**src/rtl/vz_saver_if.sv**
```systemverilog
// MiSTer ioctl upload bus between hps_io (master) and the VZ saver (slave).
interface vz_saver_if;
    logic        ioctl_upload;
    logic        ioctl_rd;
    logic [24:0] ioctl_addr;
    logic [7:0]  ioctl_din;
    logic [24:0] upload_size;

    modport master (
        output ioctl_upload, ioctl_rd, ioctl_addr,
        input  ioctl_din, upload_size
    );

    modport slave (
        input  ioctl_upload, ioctl_rd, ioctl_addr,
        output ioctl_din, upload_size
    );
endinterface

```
**src/rtl/vz_saver.sv**
```systemverilog
// Streams the resident VZ program back to the host as a .vz file:
// 24-byte generated header followed by the program body read from RAM.
module vz_saver #(
    parameter int unsigned HDR_LEN  = 24,
    parameter logic [15:0] SV_START = 16'h78A4,
    parameter logic [15:0] SV_END   = 16'h78F9
) (
    input  logic        I_CLK,
    input  logic        I_RST,
    vz_saver_if.slave   io,
    input  logic [7:0]  save_mode,
    input  logic [15:0] mc_start,
    input  logic [15:0] mc_end,
    output logic [15:0] mem_addr,
    output logic        mem_rd,
    input  logic [7:0]  mem_data,
    output logic        ready,
    output logic        led
);

    typedef enum logic [1:0] {
        ST_IDLE  = 2'd0,
        ST_PTR   = 2'd1,
        ST_SERVE = 2'd2
    } state_t;

    localparam logic [7:0]  MODE_MC   = 8'hF1;
    localparam logic [24:0] HDR_LEN_W = 25'(HDR_LEN);
    localparam logic [15:0] HDR_LEN_A = 16'(HDR_LEN);

    state_t      state_r;
    logic        upload_prev_r;
    logic [2:0]  cnt_r;
    logic        mode_mc_r;
    logic [15:0] start_r;
    logic [15:0] end_r;
    logic [7:0]  din_r;
    logic [15:0] mem_addr_r;
    logic        mem_rd_r;
    logic [24:0] size_r;
    logic        ready_r;
    logic        p1_v_r, p1_body_r;
    logic [7:0]  p1_byte_r;
    logic        p2_v_r, p2_body_r;
    logic [7:0]  p2_byte_r;

    logic        upload_rise_s;
    logic [15:0] end_full_s;
    logic [15:0] len_s;
    logic        in_hdr_s;
    logic        in_body_s;
    logic [7:0]  hdr_s;
    logic [15:0] body_addr_s;

    function automatic logic [7:0] hdr_byte(input logic [4:0] idx, input logic mc,
                                            input logic [15:0] st);
        case (idx)
            5'd0:    hdr_byte = 8'h56;
            5'd1:    hdr_byte = 8'h5A;
            5'd2:    hdr_byte = 8'h46;
            5'd3:    hdr_byte = 8'h30;
            5'd4:    hdr_byte = 8'h4D;
            5'd5:    hdr_byte = 8'h49;
            5'd6:    hdr_byte = 8'h53;
            5'd7:    hdr_byte = 8'h54;
            5'd8:    hdr_byte = 8'h45;
            5'd9:    hdr_byte = 8'h52;
            5'd21:   hdr_byte = mc ? 8'hF1 : 8'hF0;
            5'd22:   hdr_byte = st[7:0];
            5'd23:   hdr_byte = st[15:8];
            default: hdr_byte = 8'h00;
        endcase
    endfunction

    // Request decode; the end pointer's high byte arrives on mem_data in the last PTR cycle.
    always_comb begin
        upload_rise_s = io.ioctl_upload & ~upload_prev_r;
        if (mode_mc_r) begin
            end_full_s = end_r;
        end else begin
            end_full_s = {mem_data, end_r[7:0]};
        end
        if (end_full_s > start_r) begin
            len_s = end_full_s - start_r;
        end else begin
            len_s = 16'd0;
        end
        in_hdr_s = (io.ioctl_addr < HDR_LEN_W);
        if (in_hdr_s) begin
            in_body_s = 1'b0;
            hdr_s     = hdr_byte(io.ioctl_addr[4:0], mode_mc_r, start_r);
        end else begin
            in_body_s = (io.ioctl_addr < size_r);
            hdr_s     = 8'h00;
        end
        body_addr_s = start_r + io.ioctl_addr[15:0] - HDR_LEN_A;
    end

    // Session FSM, pointer fetch and the two-stage read pipeline.
    always_ff @(posedge I_CLK) begin
        if (I_RST) begin
            state_r       <= ST_IDLE;
            upload_prev_r <= 1'b0;
            cnt_r         <= 3'd0;
            mode_mc_r     <= 1'b0;
            start_r       <= 16'd0;
            end_r         <= 16'd0;
            din_r         <= 8'h00;
            mem_addr_r    <= 16'd0;
            mem_rd_r      <= 1'b0;
            size_r        <= 25'd0;
            ready_r       <= 1'b0;
            p1_v_r        <= 1'b0;
            p1_body_r     <= 1'b0;
            p1_byte_r     <= 8'h00;
            p2_v_r        <= 1'b0;
            p2_body_r     <= 1'b0;
            p2_byte_r     <= 8'h00;
        end else begin
            upload_prev_r <= io.ioctl_upload;
            if (!io.ioctl_upload) begin
                // Session over: drop in-flight reads, keep din and size.
                state_r  <= ST_IDLE;
                ready_r  <= 1'b0;
                mem_rd_r <= 1'b0;
                p1_v_r   <= 1'b0;
                p2_v_r   <= 1'b0;
            end else if (upload_rise_s) begin
                state_r   <= ST_PTR;
                cnt_r     <= 3'd1;
                ready_r   <= 1'b0;
                p1_v_r    <= 1'b0;
                p2_v_r    <= 1'b0;
                mode_mc_r <= (save_mode == MODE_MC);
                if (save_mode == MODE_MC) begin
                    start_r  <= mc_start;
                    end_r    <= mc_end;
                    mem_rd_r <= 1'b0;
                end else begin
                    mem_rd_r   <= 1'b1;
                    mem_addr_r <= SV_START;
                end
            end else begin
                case (state_r)
                    ST_PTR: begin
                        cnt_r <= cnt_r + 3'd1;
                        case (cnt_r)
                            3'd1: begin
                                mem_addr_r <= SV_START + 16'd1;
                            end
                            3'd2: begin
                                mem_addr_r <= SV_END;
                                if (!mode_mc_r) start_r[7:0] <= mem_data;
                            end
                            3'd3: begin
                                mem_addr_r <= SV_END + 16'd1;
                                if (!mode_mc_r) start_r[15:8] <= mem_data;
                            end
                            3'd4: begin
                                mem_rd_r <= 1'b0;
                                if (!mode_mc_r) end_r[7:0] <= mem_data;
                            end
                            3'd5: begin
                                end_r   <= end_full_s;
                                size_r  <= HDR_LEN_W + {9'd0, len_s};
                                ready_r <= 1'b1;
                                state_r <= ST_SERVE;
                            end
                            default: begin
                                mem_rd_r <= 1'b0;
                            end
                        endcase
                    end
                    ST_SERVE: begin
                        if (p2_v_r) din_r <= p2_body_r ? mem_data : p2_byte_r;
                        p2_v_r    <= p1_v_r;
                        p2_body_r <= p1_body_r;
                        p2_byte_r <= p1_byte_r;
                        p1_v_r    <= io.ioctl_rd;
                        p1_body_r <= in_body_s;
                        p1_byte_r <= hdr_s;
                        mem_rd_r  <= io.ioctl_rd & in_body_s;
                        if (io.ioctl_rd && in_body_s) mem_addr_r <= body_addr_s;
                    end
                    default: begin
                        mem_rd_r <= 1'b0;
                    end
                endcase
            end
        end
    end

    assign io.ioctl_din   = din_r;
    assign io.upload_size = size_r;
    assign mem_addr       = mem_addr_r;
    assign mem_rd         = mem_rd_r;
    assign ready          = ready_r;
    assign led            = ready_r;

endmodule

```
**src/flat_wrapper.sv**
```systemverilog
// flat-port wrapper written by rule: the top's interface ports become plain ports
module vz_saver_flat 
#(
    parameter int unsigned HDR_LEN  = 24,
    parameter logic [15:0] SV_START = 16'h78A4,
    parameter logic [15:0] SV_END   = 16'h78F9
)
  (I_CLK, I_RST, save_mode, mc_start, mc_end, mem_addr, mem_rd, mem_data, ready, led, io_ioctl_upload, io_ioctl_rd, io_ioctl_addr, io_ioctl_din, io_upload_size);
  vz_saver_if io_i ();
  input  logic I_CLK;
  input  logic I_RST;
  input  logic [7:0] save_mode;
  input  logic [15:0] mc_start;
  input  logic [15:0] mc_end;
  output logic [15:0] mem_addr;
  output logic mem_rd;
  input  logic [7:0] mem_data;
  output logic ready;
  output logic led;
  input wire logic [$bits(io_i.ioctl_upload)-1:0] io_ioctl_upload;
  input wire logic [$bits(io_i.ioctl_rd)-1:0] io_ioctl_rd;
  input wire logic [$bits(io_i.ioctl_addr)-1:0] io_ioctl_addr;
  output wire logic [$bits(io_i.ioctl_din)-1:0] io_ioctl_din;
  output wire logic [$bits(io_i.upload_size)-1:0] io_upload_size;
  assign io_i.ioctl_upload = io_ioctl_upload;
  assign io_i.ioctl_rd = io_ioctl_rd;
  assign io_i.ioctl_addr = io_ioctl_addr;
  assign io_ioctl_din = io_i.ioctl_din;
  assign io_upload_size = io_i.upload_size;
  vz_saver #(.HDR_LEN(HDR_LEN), .SV_START(SV_START), .SV_END(SV_END)) u_core (.I_CLK(I_CLK), .I_RST(I_RST), .io(io_i), .save_mode(save_mode), .mc_start(mc_start), .mc_end(mc_end), .mem_addr(mem_addr), .mem_rd(mem_rd), .mem_data(mem_data), .ready(ready), .led(led));
endmodule
```
**config.mk**
```make
export PLATFORM = sky130hd
export DESIGN_NAME = vz_saver_flat
export DESIGN_NICKNAME = d
export VERILOG_FILES = /design/src/rtl/vz_saver_if.sv /design/src/rtl/vz_saver.sv /design/src/flat_wrapper.sv
export SDC_FILE = /design/constraint.sdc
export NUM_CORES = 1
export LEC_CHECK = 0
export BUFFER_PORTS_ARGS = -buffer_cell sky130_fd_sc_hd__clkbuf_2
export CAP_MARGIN = 0
export CORE_MARGIN = 2
export CORE_UTILIZATION = 35
export CTS_CLUSTER_SIZE = 12
export DETAILED_ROUTE_END_ITERATION = 10
export HOLD_SLACK_MARGIN = 0.12
export SLEW_MARGIN = 30
export SYNTH_ARGS = -nofsm -noshare
export SYNTH_HDL_FRONTEND = slang
export SYNTH_SLANG_ARGS = --single-unit
```
**constraint.sdc**
```tcl
create_clock -name I_CLK -period 10.45 [get_ports I_CLK]
set_input_delay 0.5225 -clock I_CLK [delete_from_list [all_inputs] [get_ports I_CLK]]
set_output_delay 0.5225 -clock I_CLK [all_outputs]
set_load 0.02 [all_outputs]
```
=== Word level (Yosys, flattened, before mapping) ===
Index checks and enable logic that the tools add are counted.

* Register bits after elaboration: 109
* Input bits: 77
* Output and inout bits: 52
* Logic and storage cells: 114

* Add/subtract/negate cells: 5
* Order comparisons: 3
* Equal/unequal tests: 27
* Mux-type cells: 32
* Bitwise logic cells: 5
* Reductions and logical operators: 23

{| class="wikitable"
|+ Operator list
! kind !! number
|-
| $mux W16 || 11
|-
| $pmux W8 S13 || 1
|-
| $mux W8 || 6
|-
| $pmux W16 S3 || 1
|-
| $pmux W16 S2 || 1
|-
| $lt A25 B25 Y1 || 1
|-
| $lt A25 B5 Y1 const B || 1
|-
| $eq A5 B3 Y1 const B || 4
|-
| $reduce_and A5 Y1 || 4
|-
| $add A5 B16 Y17 const A || 1
|-
| $add A16 B16 Y16 || 1
|-
| $gt A16 B16 Y1 || 1
|-
| $pmux W8 S2 || 1
|-
| $sub A16 B16 Y16 || 1
|-
| $sub A16 B5 Y16 const B || 1
|-
| $eq A5 B5 Y1 const B || 3
|-
| $reduce_and A4 Y1 || 3
|-
| $eq A5 B2 Y1 const B || 2
|-
| $eq A5 B4 Y1 const B || 2
|-
| $eq A8 B8 Y1 const B || 1
|-
| $mux W1 || 8
|-
| $reduce_and A2 Y1 || 4
|-
| $reduce_bool A2 Y1 || 4
|-
| $eq A3 B2 Y1 const B || 2
|-
| 22 further kinds || 30
|}

=== Longest topological paths before layout ===
Gate-level depths: netlist (run 1).

* Depth after elaboration: 6
* Gate-level depth with buffers: 17
* Gate-level depth less buffers: 15

=== Worst setup path after synthesis (run 1) ===
Ideal clock, no wire load.

* Path type: reg2reg
* Start: register u_core.mode_mc_r
* End: register u_core.size_r[9] (netlist: u_core.io.upload_size[9])
* Arrival: 3775 ps
* Required time: 10380 ps
* Path slack: 6604 ps
* Stages on the path, launching flop included: 17
* Cell sequence: dfxtp_1 > clkbuf_1 > mux2_2 > ha_1 > buf_2 > and3_1 > nand4_1 > or4b_2 > o211ai_2 > buf_2 > nand2b_1 > ha_1 > nand4bb_1 > nor2_1 > xor2_1 > or3_1 > a21oi_1

* Longest elaborated chain between the ends: 4
* Elaborated cells on any way between the ends: 5

{| class="wikitable"
|+ RTL lines
! item !! RTL line !! text
|-
| start, declared || vz_saver.sv:34 || <nowiki>logic mode_mc_r;</nowiki>
|-
| start signal, assigned || vz_saver.sv:134 || <nowiki>mode_mc_r <= (save_mode == MODE_MC);</nowiki>
|-
| $mux W16 * || vz_saver.sv:78 || <nowiki>if (mode_mc_r) begin</nowiki>
|-
| $sub A16 B16 Y16 or $gt A16 B16 Y1 (tied branches) || vz_saver.sv:84, vz_saver.sv:83 ||
|-
| $mux W16 * || vz_saver.sv:83 || <nowiki>if (end_full_s > start_r) begin</nowiki>
|-
| $add A5 B16 Y17 * || vz_saver.sv:165 || <nowiki>size_r <= HDR_LEN_W + {9'd0, len_s};</nowiki>
|-
| end signal, assigned || vz_saver.sv:165 ||
|-
| end, declared || vz_saver.sv:40 || <nowiki>logic [24:0] size_r;</nowiki>
|}

Mark *: on every way between the ends. The rest lies on a longest branch, timed or not.
A chain may end at the register's enable or synchronous reset.

=== Worst setup path in the final report (run 1) ===
Same ends and word-level chain as after synthesis.

==> qor.csv, run 1 <==
stage;metric;value;unit
critical_path;CP bufs+invs;0;
placement;Final GP Congestion;0.897;
sta;slew at the pin closest to its max-slew limit;0.841;ns
clock_network;CTS Sinks;101;
power_and_ir_drop;total power draw;0.000890;W
layout;commonest non-fill, non-tap cell in the layout;clkbuf_2;
synthesis;Syn Std Cell Area;7360;um2
clock_network;clk buf depth;2;
global_routing;wire length of the first global-routing pass;34400;um
layout;Area Growth Syn to Fin;14.4;%
layout;layout cells sized above 1;16.9;%
sta;crit share post-route;40.1;%
sta;Fin Clk Skew;0.0134;ns
synthesis;Netlist cell types;70;
critical_path;Worst EP arrival;4.48;ns
synthesis;post-synth top area share;27.5;%
power_and_ir_drop;worst ir drop on vdd;0.0715;mV
critical_path;critical-path maximum fanout;13;
synthesis;synth top area cells;dfxtp_1 27%, ha_1 12%, nor2_1 5.8%;
detailed_routing;wl on met1;10900;um
clock_network;CTS tree;yes;
critical_path;delay-heaviest family, CP;simple AND/OR/NAND/NOR gates;
sta;Setup TNS Final;0;ns
floorplanning;Initial Utilization;35.3;%
detailed_routing;Final ANT Viol Nets;0;
detailed_routing;Vias;6800;
sta;fmax;0.239;GHz
global_routing;gr usage total;20.0;%
floorplanning;FP Rows;53;
detailed_routing;WL met3;979;um
floorplanning;num ports;129;
synthesis;Yosys warning count;0;
synthesis;share of flip-flops with an asynchronous set or reset;0;%
clock_network;H-tree depth;3;
detailed_routing;TritonRoute pass-1 iters;5;
layout;most frequent cells in the layout;119 x clkbuf_2, 113 x nor2_1, 101 x dfxtp_1;
synthesis;Post-synth EDFFs;0;
sta;worst setup margin;6.26;ns
detailed_routing;drt drc;0;
sta;Tmin final;4.19;ns
global_routing;vias in the first global route;6356;
layout;nets@finish;1171;
floorplanning;core region area;20800;um2
critical_path;Crit path top cell by count;ha_1;
clock_network;worst skew pair latency;0.37;ns
synthesis;Main synth FF type;dfxtp_1;
sta;Final Max Slew Viols;0;
synthesis;sequential area share after synthesis;27.5;%
clock_network;Num CTS Buffers;9;
synthesis;dominant cell type by area after synthesis;dfxtp_1;
clock_network;CTS resizes;0;
detailed_routing;drt via density;5.22;
power_and_ir_drop;LEAKAGE;3.38;nW
power_and_ir_drop;pwr dens;106;nW/um2
clock_network;Post-CTS Setup Inserts;0;
detailed_routing;WL met2;9820;um
synthesis;mean post-synth cell area;7.85;um2
global_routing;antenna violations before repair;0;
placement;I/O Buffers;120;
clock_network;cts hold-fix bufs;0;
floorplanning;Die Height;149;um
critical_path;critical path type;flop to flop;
placement;Setup WS pre-CTS;6.30;ns
clock_network;CTS clk-pin slew, worst paths;0.08;ns
detailed_routing;Max Used Layer;met4;
detailed_routing;drt initial violations;506;
hold_path;Min-Delay Path Class;flop to flop;
clock_network;CTS root buf;clkbuf_16;
floorplanning;die width;149;um
run_status;outcome;finished clean;
critical_path;Worst Path Required;10.75;ns
sta;Hold Vio Cnt, Final;0;
global_routing;pin count of the biggest net entering global routing;77;
detailed_routing;WL final;22100;um
critical_path;slowest cell on the critical path;or4b_2;
layout;number of diodes;0;
critical_path;sequence of cells on the critical path;mux2_2, ha_1, and3_1, nand4_1, or4b_2, o211ai_2, nand2b_1, ha_1, nand4bb_1, nor2_1, xor2_1, or3_1, a21oi_1;
detailed_routing;wire per inst;17.0;um
placement;detailed placement HPWL;17600;um
critical_path;CP endpoint kind;flop;
sta;# setup viols final;0;
synthesis;cell count after synthesis;937;
sta;Rel. slew slack;43.9;%
layout;Post-Route Utilization;40.4;%
floorplanning;total die area;22200;um2
global_routing;remaining global-route overflow;0;
synthesis;flop and latch count out of synthesis;101;
flow_run;max-cap viol count;0;
critical_path;Worst Setup Start Kind;flop;
critical_path;max incr delay on CP;0.68;ns
sta;RSZ-0062 raised after global routing;false;
[stage by stage]
stage               instance area, um2  hold slack, ns  cells
CTS                               8380           0.457   1301
global placement                  8080           0.442   1285
finish                            8410           0.456   1302
detailed placement                8090           0.447   1285
global route                      8410           0.476   1302
floorplan                         7380           0.432    944
[metal layers]
layer  track usage (%)  vias up
met5                 0        -
li1                  -     3466
met4              6.43        0
met2              31.5      178
met3              2.60       25
met1              28.2     3131
[worst min-delay path: cells and delay by family, from the launching register on]
family / cells / cell delay, ns
and+or+nand+nor: 1 / 0.05
AOI/OAI and AO/OA: 1 / 0.05
DFF: 1 / 0.32
[flip-flops by register name, indices dropped and copies added (netlist names), 3 cells and up]
name,count
u_core.mem_addr,16
u_core.cnt_r,3
u_core.p2_byte_r,8
u_core.io.ioctl_din,8
u_core.io.upload_size,17
u_core.start_r,16
u_core.end_r,16
u_core.p1_byte_r,8
[power by group]
part	switching, W	internal [W]
clock	0.000174	0.000168
combinational	0.0000959	0.0000616
sequential	0.00000292	0.000388
[cell type report]
| class | count | area, um2 |
|---|---|---|
| fill | 2192 | 12400 |
| multi-input combinational | 702 | 4790 |
| tap | 275 | 344 |
| inverter | 84 | 315 |
| sequential | 101 | 2020 |
| timing repair buffer | 124 | 651 |
| clock inverter | 7 | 70.1 |
| clock buffer | 9 | 225 |
[path summary, 6_finish.rpt]
path | start | endpoint | slack (ns) | cells past startpoint
setup / recovery | u_core.mode_mc_r | u_core.io.upload_size[9] | 6.26 | 13
hold / removal | u_core.p1_byte_r[5] | u_core.p2_byte_r[5] | 0.46 | 2
hold reg to reg | u_core.p1_byte_r[5] | u_core.p2_byte_r[5] | 0.46 | 2
setup reg to reg | u_core.mode_mc_r | u_core.io.upload_size[9] | 6.26 | 13
[synth_stat cells (all sizes together) (8+ instances only)]
master / number
nor2: 116
dfxtp: 101
inv: 84
a21oi: 82
nand2: 71
ha: 70
a211oi: 59
o21ai: 41
clkbuf: 35
mux2i: 29
xnor2: 25
buf: 22
nor2b: 21
a21o: 18
nand3: 16
nor3: 12
a22oi: 11
nand2b: 11
nand4: 9
xor2: 9
mux2: 8
nor4: 8
[cell families after synthesis]
group	after synthesis	share of synthesized area, %
AOI/OAI and AO/OA	261	23.8
xor gates and xnor gates	34	4.05
adders and majority gates	72	12.5
buffers and inverters	141	7.99
DFF	101	27.5
muxes	37	5.17
other	1	0.0510
and+or+nand+nor	290	19.0
(Power assumes the default switching activity.)
==> run 2: changes to the inputs <==
==> constraint.sdc (replaced) <==
create_clock -name I_CLK -period 4.03 [get_ports I_CLK]
set_input_delay 0.2015 -clock I_CLK [delete_from_list [all_inputs] [get_ports I_CLK]]
set_output_delay 0.2015 -clock I_CLK [all_outputs]
set_load 0.02 [all_outputs]
==> qor.csv, run 2 (same netlist as run 1, synthesis figures left out) <==
stage;metric;value;unit;change
floorplanning;FP Rows;53;;unchanged
layout;commonest non-fill, non-tap cell in the layout;clkbuf_2;;
global_routing;vias in the first global route;6226;;-2.0%
power_and_ir_drop;P_sw;0.000691;W;+150%
power_and_ir_drop;worst ir drop on vdd;0.186;mV;+160%
placement;detailed placement HPWL;17700;um;+0.85%
flow_run;max-cap viol count;0;;unchanged
sta;Tmin final;3.67;ns;-0.520 ns
critical_path;Worst Setup Start Kind;flop;;
placement;Final GP Congestion;0.938;;+4.5%
power_and_ir_drop;pwr dens;272;nW/um2;+160%
sta;Rel. slew slack;46.2;%;+2.3 points
clock_network;worst skew pair latency;0.36;ns;about the same
floorplanning;total die area;22200;um2;unchanged
hold_path;hold path cells;3;;+1
sta;RSZ-0062 raised after global routing;false;;
critical_path;R2R cell count;13;;unchanged
detailed_routing;WL final;22000;um;-0.48%
power_and_ir_drop;Net Sw Frac;29.9;%;-0.80 points
clock_network;CTS tree;yes;;
floorplanning;core region area;20800;um2;unchanged
power_and_ir_drop;internal power;0.00162;W;+160%
detailed_routing;drt initial violations;474;;-6.3%
critical_path;Reg-to-Reg End;u_core.io.upload_size[9];;
sta;fmax;0.273;GHz;+14%
layout;number of diodes;0;;unchanged
sta;Setup TNS Final;0;ns;unchanged
critical_path;CP endpoint kind;flop;;
hold_path;Min-Delay Path Class;input pin to flop;;
layout;layout cells sized above 1;18.0;%;+1.1 points
layout;most frequent cells in the layout;119 x clkbuf_2, 113 x nor2_1, 100 x dfxtp_1;;
sta;Hold Vio Cnt, Final;0;;unchanged
clock_network;cts hold-fix bufs;0;;unchanged
run_status;outcome;finished clean;;
detailed_routing;Vias;6776;;-0.35%
layout;nets@finish;1183;;+1.0%
power_and_ir_drop;total power draw;0.00231;W;+160%
critical_path;Worst EP arrival;3.95;ns;-0.53 ns
sta;crit share post-route;91.0;%;+51 points
critical_path;critical-path maximum fanout;11;;-2
critical_path;Worst Path Required;4.32;ns;-6.43 ns
layout;Filler cells;2175;;-0.78%
clock_network;CTS clk-pin slew, worst paths;0.07;ns;about the same
detailed_routing;TritonRoute pass-1 iters;5;;unchanged
detailed_routing;Final ANT Viol Nets;0;;unchanged
global_routing;remaining global-route overflow;0;;unchanged
layout;Area Growth Syn to Fin;15.4;%;
critical_path;r2r startpoint;u_core.mode_mc_r;;
clock_network;H-tree depth;3;;unchanged
clock_network;Post-CTS Setup Inserts;0;;unchanged
hold_path;worst hold path startpoint;io_ioctl_rd;;
power_and_ir_drop;power share of the combinational group;17.6;%;about the same
global_routing;wire length of the first global-routing pass;34300;um;about the same
floorplanning;Initial Utilization;35.3;%;unchanged
floorplanning;Die Height;149;um;unchanged
clock_network;Num CTS Buffers;9;;unchanged
clock_network;CTS root buf;clkbuf_16;;
critical_path;critical path type;flop to flop;;
floorplanning;num ports;129;;unchanged
clock_network;CTS resizes;0;;unchanged
sta;# setup viols final;0;;unchanged
power_and_ir_drop;Clk pwr share;38.6;%;+0.2 points
floorplanning;die width;149;um;unchanged
critical_path;flop-to-flop setup slack;0.36;ns;-5.90 ns
detailed_routing;wire per inst;16.7;um;-1.4%
sta;slew at the pin closest to its max-slew limit;0.807;ns;-0.0343 ns
sta;Fin Clk Skew;0.0140;ns;+0.000546 ns
global_routing;antenna violations before repair;0;;unchanged
global_routing;gr usage total;19.9;%;-0.036 points
detailed_routing;drt via density;5.16;;-1.3%
global_routing;pin count of the biggest net entering global routing;38;;-51%
detailed_routing;drt drc;0;;unchanged
power_and_ir_drop;Seq pwr share;43.8;%;about the same
placement;I/O Buffers;120;;unchanged
clock_network;clk buf depth;2;;unchanged
sta;Final Max Slew Viols;0;;unchanged
power_and_ir_drop;LEAKAGE;3.44;nW;+2.0%
clock_network;CTS Sinks;101;;unchanged
hold_path;hold endpoint;u_core.p1_v_r;;
layout;Largest register FFs;17;;unchanged
## run 2: metrics by stage
stage | util (%) | cell area, um2 | worst slack [ns] | instances | hold slack (ns)
after global routing | 40.8 | 8490 | 0.153 | 1314 | 0.155
after global placement | 39.3 | 8180 | 0.315 | 1298 | 0.443
final | 40.8 | 8490 | 0.365 | 1314 | 0.129
after detailed placement | 39.3 | 8180 | 0.252 | 1298 | 0.450
after CTS | 40.7 | 8480 | 0.234 | 1314 | 0.127
after floorplan | - | 7380 | 0.184 | 944 | 0.349
## run 2: power by group through the flow
stage,Sequential [W],Clock (W),Combinational [W]
CTS,0.00101,0.000912,0.000405
detailed placement,0.00104,0,0.000403
finish,0.00101,0.000892,0.000407
global route,0.00101,0.000943,0.000453
floorplan,0.00104,0,0.000279
global placement,0.00104,0,0.000404
## run 2: worst max-delay path by stage
stage                     start                        to  slack [ns]  depth (start not counted)
3_5_place_dp   u_core.mode_mc_r  u_core.io.upload_size[9]        0.25                         13
4_1_cts        u_core.mode_mc_r  u_core.io.upload_size[9]        0.23                         13
2_1_floorplan  u_core.mode_mc_r  u_core.io.upload_size[9]        0.18                         16
6_report       u_core.mode_mc_r  u_core.io.upload_size[9]        0.36                         13
3_3_place_gp   u_core.mode_mc_r  u_core.io.upload_size[9]        0.31                         13
5_1_grt        u_core.mode_mc_r  u_core.io.upload_size[9]        0.15                         13
## run 2: critical path: stages, from the launching register on
cell and delay, ns:
dfxtp_2 0.49, mux2_2 0.40, ha_1 0.38, and3_1 0.20, nand4_1 0.10, or4b_2 0.68
o211ai_2 0.11, nand2b_1 0.16, ha_1 0.20, nand4bb_1 0.19, nor2_1 0.07, xor2_1 0.15
or3_1 0.32, a21oi_1 0.14
## run 2: area by class of cell
cell class,instances,area (um2),area share (%)
multi-input combinational,702,4790,56.4
sequential,101,2020,23.8
timing repair buffer,136,721,8.49
tap,275,344,4.05
inverter,84,315,3.71
clock buffer,10,239,2.82
clock inverter,6,61.3,0.722
## run 2: metal layers
layer  routed length [um]  track usage (%)
met1                10900             29.1
met2                 9540             30.5
met3                 1130             3.06
met5                    0                0
met4                  398             5.19
==> run 3: changes to the inputs <==
--- a/config.mk
+++ b/config.mk
@@ -5,11 +5,11 @@
 export SDC_FILE = /design/constraint.sdc
 export NUM_CORES = 1
 export LEC_CHECK = 0
+export ABC_AREA = 1
 export BUFFER_PORTS_ARGS = -buffer_cell sky130_fd_sc_hd__clkbuf_2
 export CAP_MARGIN = 0
 export CORE_MARGIN = 2
 export CORE_UTILIZATION = 35
-export CTS_CLUSTER_SIZE = 12
 export DETAILED_ROUTE_END_ITERATION = 10
 export HOLD_SLACK_MARGIN = 0.12
 export SLEW_MARGIN = 30
==> qor.csv, run 3 <==
stage;metric;value;unit;change
sta;slew at the pin closest to its max-slew limit;0.709;ns;-0.0980 ns
synthesis;share of flip-flops with an asynchronous set or reset;0;%;unchanged
clock_network;CTS tree;yes;;
critical_path;max incr delay on CP;0.44;ns;-0.24 ns
placement;Post-Place Cells;1562;;+20%
layout;layout cells sized above 1;13.2;%;-4.8 points
synthesis;Yosys warning count;0;;unchanged
critical_path;Worst EP arrival;3.74;ns;-0.21 ns
layout;Largest register FFs;17;;unchanged
critical_path;Worst Setup SP;u_core.mode_mc_r;;
power_and_ir_drop;power share of the combinational group;24.5;%;+6.9 points
sta;Tmin final;3.47;ns;-0.191 ns
critical_path;sequence of cells on the critical path;clkinvlp_4, nand2_1, nand2_1, ha_1, nand2_1, nor2_1, and2_1, nand2_2, nand2_2, nand2_2, inv_1, nand2_1, ha_1, inv_1, nand2_1, nor2_1, inv_1, nor2_2, a21oi_1, nor2_1, nor2_1;;
floorplanning;num ports;129;;unchanged
sta;Setup TNS Final;0;ns;unchanged
layout;Finished Layout Cells;1605;;+22%
synthesis;dominant cell type by area after synthesis;dfxtp_1;;
critical_path;slowest cell on the critical path;dfxtp_2;;
clock_network;clk buf depth;2;;unchanged
global_routing;wire length of the first global-routing pass;38300;um;+12%
clock_network;CTS clk-pin slew, worst paths;0.08;ns;about the same
power_and_ir_drop;pwr dens;297;nW/um2;+9.1%
synthesis;Synth top cells by count;291 x nand2_1, 190 x inv_1, 119 x nor2_1;;
detailed_routing;Final ANT Viol Nets;0;;unchanged
critical_path;critical path type;flop to flop;;
synthesis;most frequent cell after synthesis;nand2_1;;
global_routing;pin count of the biggest net entering global routing;53;;+39%
sta;Fin Clk Skew;0.0118;ns;-0.00214 ns
synthesis;mean post-synth cell area;6.34;um2;-19%
sta;Rel. slew slack;52.8;%;+6.5 points
layout;Filler cells;2279;;+4.8%
floorplanning;Die Height;151;um;+1.5%
critical_path;delay-heaviest family, CP;simple AND/OR/NAND/NOR gates;;
critical_path;critical-path maximum fanout;12;;+1
power_and_ir_drop;Clk pwr share;36.6;%;-2.0 points
sta;Final Max Slew Viols;0;;unchanged
critical_path;CP bufs+invs;4;;+4
detailed_routing;wire per inst;15.2;um;-9.0%
sta;crit share post-route;86.2;%;-4.8 points
detailed_routing;WL final;24400;um;+11%
power_and_ir_drop;internal power;0.00175;W;+8.3%
layout;Area Growth Syn to Fin;18.5;%;
placement;Setup WS pre-CTS;0.429;ns;+0.177 ns
synthesis;Post-synth EDFFs;0;;unchanged
layout;Post-Route Utilization;42.5;%;+1.7 points
detailed_routing;drt via density;5.05;;-2.1%
synthesis;cell count after synthesis;1196;;+28%
detailed_routing;drt initial violations;618;;+30%
floorplanning;die width;151;um;+1.5%
layout;most frequent cells in the layout;291 x nand2_1, 190 x inv_1, 120 x clkbuf_2;;
synthesis;flop and latch count out of synthesis;101;;unchanged
placement;Final GP Congestion;0.910;;-2.9%
floorplanning;FP Rows;53;;unchanged
detailed_routing;Vias;8106;;+20%
synthesis;synth top area cells;dfxtp_1 27%, nand2_1 14%, ha_1 12%;;
floorplanning;total die area;22800;um2;+3.0%
sta;worst setup margin;0.556;ns;+0.191 ns
global_routing;remaining global-route overflow;0;;unchanged
layout;area of the multi-input gates;4650;um2;-2.9%
flow_run;max-cap viol count;0;;unchanged
placement;I/O Buffers;120;;unchanged
synthesis;post-synth top area share;26.7;%;-0.81 points
layout;nets@finish;1474;;+25%
synthesis;Netlist cell types;46;;-34%
sta;fmax;0.288;GHz;+5.5%
global_routing;vias in the first global route;7428;;+19%
detailed_routing;drt drc;0;;unchanged
layout;number of diodes;0;;unchanged
synthesis;Syn Std Cell Area;7580;um2;+3.0%
synthesis;sequential area share after synthesis;26.7;%;-0.81 points
floorplanning;core region area;21200;um2;+1.6%
floorplanning;Initial Utilization;35.8;%;+0.51 points
critical_path;Crit path top cell by count;nand2_1;;
power_and_ir_drop;worst ir drop on vdd;0.171;mV;-7.8%
run_status;outcome;finished clean;;
critical_path;r2r startpoint;u_core.mode_mc_r;;
power_and_ir_drop;Seq pwr share;38.9;%;-4.9 points
power_and_ir_drop;P_sw;0.000914;W;+32%
layout;Register Area;2020;um2;unchanged
clock_network;worst skew pair latency;0.37;ns;about the same
global_routing;antenna violations before repair;1;;+1
power_and_ir_drop;LEAKAGE;4.39;nW;+28%
sta;RSZ-0062 raised after global routing;false;;
power_and_ir_drop;Net Sw Frac;34.2;%;+4.4 points
hold_path;worst hold path startpoint;mc_end[9];;
layout;commonest non-fill, non-tap cell in the layout;nand2_1;;
placement;detailed placement HPWL;19700;um;+11%
clock_network;Num CTS Buffers;9;;unchanged
sta;Hold Vio Cnt, Final;0;;unchanged
hold_path;Min-Delay Path Class;input pin to flop;;
synthesis;Main synth FF type;dfxtp_1;;
critical_path;CP endpoint kind;flop;;
sta;# setup viols final;0;;unchanged
clock_network;CTS Sinks;101;;unchanged
clock_network;H-tree depth;3;;unchanged
critical_path;Worst Path Required;4.29;ns;-0.03 ns
detailed_routing;TritonRoute pass-1 iters;6;;+1
critical_path;Worst Setup Start Kind;flop;;
global_routing;gr usage total;21.7;%;+1.8 points
clock_network;CTS root buf;clkbuf_16;;
[run 3: per-stage QoR]
step                cell area, um2  power [W]  hold WS [ns]
global route                  8980    0.00281         0.138
detailed placement            8380    0.00169         0.455
CTS                           8980    0.00268         0.121
global placement              8380    0.00169         0.451
finish                        8980    0.00267         0.130
floorplan                     7610    0.00151         0.341
[run 3: final timing paths]
path | to | slack (ns) | cells past startpoint
setup / recovery | u_core.io.upload_size[15] | 0.56 | 21
hold / removal | u_core.end_r[9] | 0.13 | 3
setup reg to reg | u_core.io.upload_size[15] | 0.56 | 21
hold reg to reg | u_core.p2_v_r | 0.47 | 2
[run 3: kinds of logic (layout without fill, tap and decap cells)]
logic type               Yosys count  after routing  synth area share [%]
AO/OA/AOI/OAI                    236            236                  17.3
XOR/XNOR                          10             10                  1.16
adder cells (fa/ha/maj)           72             72                  12.1
buffers and inverters            236            363                  12.4
flip-flops                       101            101                  26.7
other                              1              8                0.0495
AND/OR/NAND/NOR                  540            540                  30.4
[run 3: tightest hold or removal path, stage by stage]
cell,delay [ns]
clkbuf_2,0.08
nand2_1,0.09
a31oi_1,0.08
[run 3: final cells by class]
| cell class | count | share of cell area, % |
|---|---|---|
| multi-input cells | 866 | 51.7 |
| well taps | 275 | 3.83 |
| flip-flops and latches | 101 | 22.5 |
| clock inverters | 7 | 1.09 |
| repair buffers | 152 | 10.1 |
| inverters | 195 | 8.19 |
| clock buffers | 9 | 2.51 |
[run 3: power by group through the flow]
stage	Clock (W)	Combinational (W)	Sequential [W]
after floorplan	0	0.000435	0.00107
after global placement	0	0.000625	0.00106
after detailed placement	0	0.000626	0.00106
after CTS	0.000991	0.000649	0.00104
after global routing	0.00103	0.000738	0.00104
final	0.000976	0.000655	0.00104
[run 3: repair_timing]
action                                 CTS  global route
buffers inserted                         0             0
endpoints found under the hold margin   27             0
hold buffers                            27             0
resized for setup                        0             2
setup endpoints to repair                0             3
[run 3: layer usage]
metal	vias up	GRT usage (%)	part of all wire, %	routed length (um)
met1	3653	29.9	47	11400
met3	43	3.07	6.7	1640
li1	4137	-	-	-
met2	271	34.6	44	10700
met5	-	0	0.049	12
met4	2	7.76	2.7	648
